==> src/rtl/redirect_controller.sv <==
// redirect_controller: serialises branch/jump and trap redirects to fetch.
// One redirect is offered at a time over valid/ready. IF/ID stay flushed and
// EX stays stalled until fetch accepts and the drain window has elapsed.
// A trap arriving while busy is parked in a one-entry pending slot.
// Optional feature macro: REDIRECT_PERF_EN adds saturating perf counters.
module redirect_controller #(
    parameter int unsigned FLUSH_CYCLES = 2,
    parameter logic [31:0] RESET_PC     = 32'h0000_0000
) (
    input  logic        clk,
    input  logic        rst,
    input  logic        i_br_valid,
    input  logic        i_br_taken,
    input  logic [31:0] i_br_target,
    input  logic        i_trap_valid,
    input  logic [31:0] i_trap_target,
    output logic        o_redirect_valid,
    output logic [31:0] o_redirect_pc,
    input  logic        i_redirect_ready,
    output logic        o_flush_if,
    output logic        o_flush_id,
    output logic        o_stall_ex,
    output logic        o_misaligned,
    output logic        o_busy
`ifdef REDIRECT_PERF_EN
    ,
    output logic [31:0] o_perf_redirects,
    output logic [31:0] o_perf_flush_cycles
`endif
);

    typedef enum logic [1:0] {
        ST_IDLE,
        ST_REQ,
        ST_DRAIN
    } state_t;

    localparam bit         HAS_DRAIN  = (FLUSH_CYCLES != 0);
    localparam logic [3:0] DRAIN_LOAD = HAS_DRAIN ? 4'(FLUSH_CYCLES - 1) : 4'd0;

    state_t      r_state, w_state_nxt;
    logic [3:0]  r_cnt, w_cnt_nxt;
    logic [31:0] r_target, w_target_nxt;
    logic        r_pend_valid, w_pend_valid_nxt;
    logic [31:0] r_pend_addr, w_pend_addr_nxt;
    logic        r_misaligned, w_misaligned_nxt;
    logic        r_redirect_valid;
    logic        r_busy;

    // A trap arriving on the very edge the window closes must not be lost,
    // so the exit decision looks at the incoming trap as well (latest wins).
    logic        w_pend_any;
    logic [31:0] w_pend_any_addr;
    assign w_pend_any      = i_trap_valid | r_pend_valid;
    assign w_pend_any_addr = i_trap_valid ? i_trap_target : r_pend_addr;

    // Next-state, next-target, pending-slot and misaligned-pulse logic.
    always_comb begin
        // NOTE: every variable gets a default before the case so that no
        // path leaves it unassigned and no latch is inferred.
        w_state_nxt      = r_state;
        w_cnt_nxt        = r_cnt;
        w_target_nxt     = r_target;
        w_pend_valid_nxt = r_pend_valid;
        w_pend_addr_nxt  = r_pend_addr;
        w_misaligned_nxt = 1'b0;

        case (r_state)
            ST_IDLE: begin
                if (i_trap_valid) begin
                    w_target_nxt = i_trap_target;
                    w_state_nxt  = ST_REQ;
                end else if (i_br_valid && i_br_taken) begin
                    if (i_br_target[1]) begin
                        w_misaligned_nxt = 1'b1;
                    end else begin
                        w_target_nxt = i_br_target & ~32'h1;
                        w_state_nxt  = ST_REQ;
                    end
                end
            end
            ST_REQ: begin
                if (i_trap_valid) begin
                    w_pend_valid_nxt = 1'b1;
                    w_pend_addr_nxt  = i_trap_target;
                end
                if (i_redirect_ready) begin
                    if (HAS_DRAIN) begin
                        w_cnt_nxt   = DRAIN_LOAD;
                        w_state_nxt = ST_DRAIN;
                    end else if (w_pend_any) begin
                        w_target_nxt     = w_pend_any_addr;
                        w_pend_valid_nxt = 1'b0;
                        w_state_nxt      = ST_REQ;
                    end else begin
                        w_state_nxt = ST_IDLE;
                    end
                end
            end
            ST_DRAIN: begin
                if (i_trap_valid) begin
                    w_pend_valid_nxt = 1'b1;
                    w_pend_addr_nxt  = i_trap_target;
                end
                if (r_cnt == 4'd0) begin
                    if (w_pend_any) begin
                        w_target_nxt     = w_pend_any_addr;
                        w_pend_valid_nxt = 1'b0;
                        w_state_nxt      = ST_REQ;
                    end else begin
                        w_state_nxt = ST_IDLE;
                    end
                end else begin
                    w_cnt_nxt = r_cnt - 4'd1;
                end
            end
            default: w_state_nxt = ST_IDLE;
        endcase
    end

    // State and registered outputs, with synchronous reset.
    always_ff @(posedge clk) begin
        // NOTE: sequential state uses non-blocking assignments so every flop
        // samples pre-edge values regardless of statement order.
        if (rst) begin
            r_state          <= ST_IDLE;
            r_cnt            <= 4'd0;
            r_target         <= RESET_PC;
            r_pend_valid     <= 1'b0;
            r_pend_addr      <= 32'h0;
            r_misaligned     <= 1'b0;
            r_redirect_valid <= 1'b0;
            r_busy           <= 1'b0;
        end else begin
            r_state          <= w_state_nxt;
            r_cnt            <= w_cnt_nxt;
            r_target         <= w_target_nxt;
            r_pend_valid     <= w_pend_valid_nxt;
            r_pend_addr      <= w_pend_addr_nxt;
            r_misaligned     <= w_misaligned_nxt;
            r_redirect_valid <= (w_state_nxt == ST_REQ);
            r_busy           <= (w_state_nxt != ST_IDLE);
        end
    end

    assign o_redirect_valid = r_redirect_valid;
    assign o_redirect_pc    = r_target;
    assign o_flush_if       = r_busy;
    assign o_flush_id       = r_busy;
    assign o_stall_ex       = r_busy;
    assign o_misaligned     = r_misaligned;
    assign o_busy           = r_busy;

`ifdef REDIRECT_PERF_EN
    logic [31:0] r_perf_redirects;
    logic [31:0] r_perf_flush_cycles;

    // Saturating counters of accepted redirects and flushed cycles.
    always_ff @(posedge clk) begin
        if (rst) begin
            r_perf_redirects    <= 32'h0;
            r_perf_flush_cycles <= 32'h0;
        end else begin
            if (r_redirect_valid && i_redirect_ready && (r_perf_redirects != 32'hFFFF_FFFF))
                r_perf_redirects <= r_perf_redirects + 32'd1;
            if (r_busy && (r_perf_flush_cycles != 32'hFFFF_FFFF))
                r_perf_flush_cycles <= r_perf_flush_cycles + 32'd1;
        end
    end

    assign o_perf_redirects    = r_perf_redirects;
    assign o_perf_flush_cycles = r_perf_flush_cycles;
`endif

endmodule

==> config.mk <==
export PLATFORM = sky130hd
export DESIGN_NAME = redirect_controller
export DESIGN_NICKNAME = d
export VERILOG_FILES = /design/src/rtl/redirect_controller.sv
export SDC_FILE = /design/constraint.sdc
export NUM_CORES = 1
export LEC_CHECK = 0
export ABC_AREA = 0
export CAP_MARGIN = 10
export CORE_ASPECT_RATIO = 1.4
export CORE_MARGIN = 1
export CORE_UTILIZATION = 47
export CTS_CLUSTER_DIAMETER = 200
export DETAILED_ROUTE_END_ITERATION = 12
export PLACE_DENSITY = 0.82
export SLEW_MARGIN = 20
export SYNTH_ARGS = -nofsm -noshare
export SYNTH_HDL_FRONTEND = slang
export SYNTH_SLANG_ARGS = --single-unit
==> constraint.sdc <==
create_clock -name clk -period 2.5 [get_ports clk]
set_clock_uncertainty 0.2 [all_clocks]
set_input_delay 0.5 -clock clk [delete_from_list [all_inputs] [get_ports clk]]
set_output_delay 0.5 -clock clk [all_outputs]
set_load 0.05 [all_outputs]
==> results by group <==
Clocking
  • TritonCTS Buffers: 9
  • Root Buffer: clkbuf_8
  • CTS tree: done
  • Hold_buf cts: 0
  • H-tree depth: 3
  • Worst-Skew Late Latency: ~360 ps
  • CTS resizes: 0
  • Clk slew on worst S/H paths: 70 ps
  • Postcts setup bufs: 0
  • CTS sink count: 74
  • CTS Buffer Depth: 2

Route
  • Initial DRC count: 279
  • Antenna Nets Post-Route: 0
  • DRC viols: 0
  • Drt wl/cell: 15.2 µm
  • Final WL: roughly 9.9 mm
  • Pre-Repair DR Iteration Count: 5
  • Vias: 3623
  • DR vias/cell: 5.54

Pwr
  • Switching power total: 1.18 mW
  • Comb power frac: 0.311
  • Sequential power share: 0.387
  • Switching share of power: 0.337
  • Pint: between 2 and 2.5 mW
  • Power density over the cells: 708 mW/mm²
  • Leakage: 1.75 nW
  • Clock network power share: 0.302
  • Peak VDD IR: 0.406 mV

Status
  • Status: finished, final reports clean

Worst setup path
  • Startpoint types: flop
  • Crit path max fanout: 31
  • CP Data Arrival Time: 2350 ps
  • Worst EP required: 2560 ps
  • CP Class: flop to flop
  • CP Capture Type: flop

STA
  • Period Utilization, post-route: 0.916
  • Endpoints failing setup: 0
  • Worst slew pin tran: about 680 ps
  • Worst relative slew slack: 0.544
  • Count of pins over their slew limit: 0
  • Fin crit period: 2290 ps
  • F_max: between 400 and 500 MHz
  • Final Hold Fails: 0
  • RSZ-0062 raised after global routing: no
  • Sum Neg Setup Slack: 0 ps

Die
  • Row Count: 37
  • Die Y: 106 µm
  • Core area: 0.00741 mm²
  • Ports: roughly 110
  • Die ar.: 0.00812 mm²
  • Initial Utilization: 0.492
  • Die Span X: roughly 76 µm

Placed design
  • PortBufs: 106
  • DP Wirelength: 6.76 mm
  • Gpl congestion: 0.804
  • Placed inst area: 0.00473 mm²

Cells and area
  • Post-route cell area: just under 0.005 mm²
  • Nets: 629
  • P&R area growth vs syn: 35.9%
  • Share of post-route cells with drive strength above 1: 0.0790
  • Utilization after layout: 0.669
  • Fillers: 630
  • # diodes: 0

Synth
  • Top_reg_cell synth: dfxtp_1
  • Post-Syn Nets: 539
  • Post-synthesis register bit count: between 70 and 80
  • Synth warnings: 0
  • Synthesized area: 0.00364 mm²
  • Register area share after synthesis: 0.406
  • Synth async-reset ratio: 0
  • Syn Area/Cell: 7.87 µm²
  • Mapped Cells: 463
  • EDFF count, synth: 0
  • Count of different cell masters after synthesis: 39

Global route
  • Initial antenna violation count: 0
  • Maximum number of pins on one net before global-route repair: 40
  • GRT Residual Overflow: 0
  • First-pass GRT wire length: ~16 mm
  • GRT Util Overall: 0.253
  • Vias in the first global route: ~3400

Run
  • Max Cap Violations: 0

Min path
  • Worst min path class: flop to flop
## kinds of logic after synthesis
family / share of synthesized area
AND/OR/NAND/NOR: 0.195
AO/OA/AOI/OAI: 0.213
flip-flops: 0.406
buffers and inverters: 0.0742
multiplexers: 0.0855
adder cells (fa/ha/maj): 0.0206
XOR/XNOR: 0.00481
## synth_stat cells (all sizes together), types with 2 or more instances
master,count,area (µm²)
nor2,10,37.5
nor3,4,20.0
nand2b,2,12.5
mux2i,30,300
nand3b,2,15.0
or2,3,18.8
dfxtp,74,1480
clkbuf,24,90.1
nand3,32,160
inv,5,18.8
nand2,98,368
ha,6,75.1
o21ai,62,318
nor2b,2,12.5
xor2,2,17.5
buf,19,161
and3b,2,17.5
a21oi,68,340
a311oi,3,26.3
## through the flow
stage	std cells	worst slack (ps)	power (mW)	hold slack (ps)
2_1_floorplan	463	625	2.11	236
3_3_place_gp	639	201	2.44	242
3_5_place_dp	639	141	2.47	248
4_1_cts	654	216	3.51	258
5_1_grt	654	71.3	3.67	277
6_report	654	210	3.51	256
## cell type report
type / count / area, µm² / area share
clock buffers: 11 / 151 / 0.0306
clock inverters: 4 / 73.8 / 0.0149
well taps: 97 / 121 / 0.0245
flip-flops and latches: 74 / 1480 / 0.299
repair buffers: 122 / 1210 / 0.244
multi-input cells: 341 / 1900 / 0.383
inverters: 5 / 18.8 / 0.00379
## critical path: stages, from the launching register on
cell      delay (ps)
dfxtp_1          380
inv_1            100
ha_1             240
or3b_4           290
o22a_2           610
nor2_1           120
a311oi_1         250
## state kept, by name (all words and copies together), names as in the netlist
| name | count |
|---|---|
| o_redirect_pc | 32 |
| r_pend_addr | 32 |
| r_cnt | 4 |
| r_state | 2 |
| o_busy | 1 |
| o_misaligned | 1 |
| o_redirect_valid | 1 |
| r_pend_valid | 1 |
## power groups by stage
stage	logic [mW]	registers, mW	clock network, mW
floorplan	0.511	1.60	0
global placement	1.06	1.38	0
detailed placement	1.08	1.38	0
CTS	1.09	1.36	1.07
global route	1.17	1.37	1.13
finish	1.09	1.36	1.06
## final timing paths
path / start / cells after the start / to / slack (ps)
min reg2reg: r_pend_addr[24] / 2 / r_pend_addr[24] / 260
max: r_cnt[0] / 6 / o_redirect_pc[0] / 210
max reg2reg: r_cnt[0] / 6 / o_redirect_pc[0] / 210
min: r_pend_addr[24] / 2 / r_pend_addr[24] / 260
## cell usage in the layout, fill, tap and decap left out, drive strengths merged, types with 2 or more instances in the layout
| cell type | instances |
|---|---|
| clkdlybuf4s50 | 104 |
| nand2 | 98 |
| dfxtp | 74 |
| a21oi | 68 |
| o21ai | 62 |
| nand3 | 32 |
| mux2i | 30 |
| buf | 18 |
| clkbuf | 11 |
| nor2 | 10 |
| inv | 6 |
| ha | 6 |
| nor3 | 4 |
| a311oi | 3 |
| or2 | 3 |
| and3b | 2 |
| nand2b | 2 |
| nor2b | 2 |
| nand3b | 2 |
| xor2 | 2 |
| bufinv | 2 |
## layer usage
metal / track usage / routed length (µm) / vias to the layer above
li1: - / - / 1778
met4: 0.110 / 282 / 0
met2: 0.436 / 5080 / 146
met5: 0 / 0 / -
met1: 0.303 / 3890 / 1676
met3: 0.0498 / 665 / 23
Power figures use the tool's default switching activity.
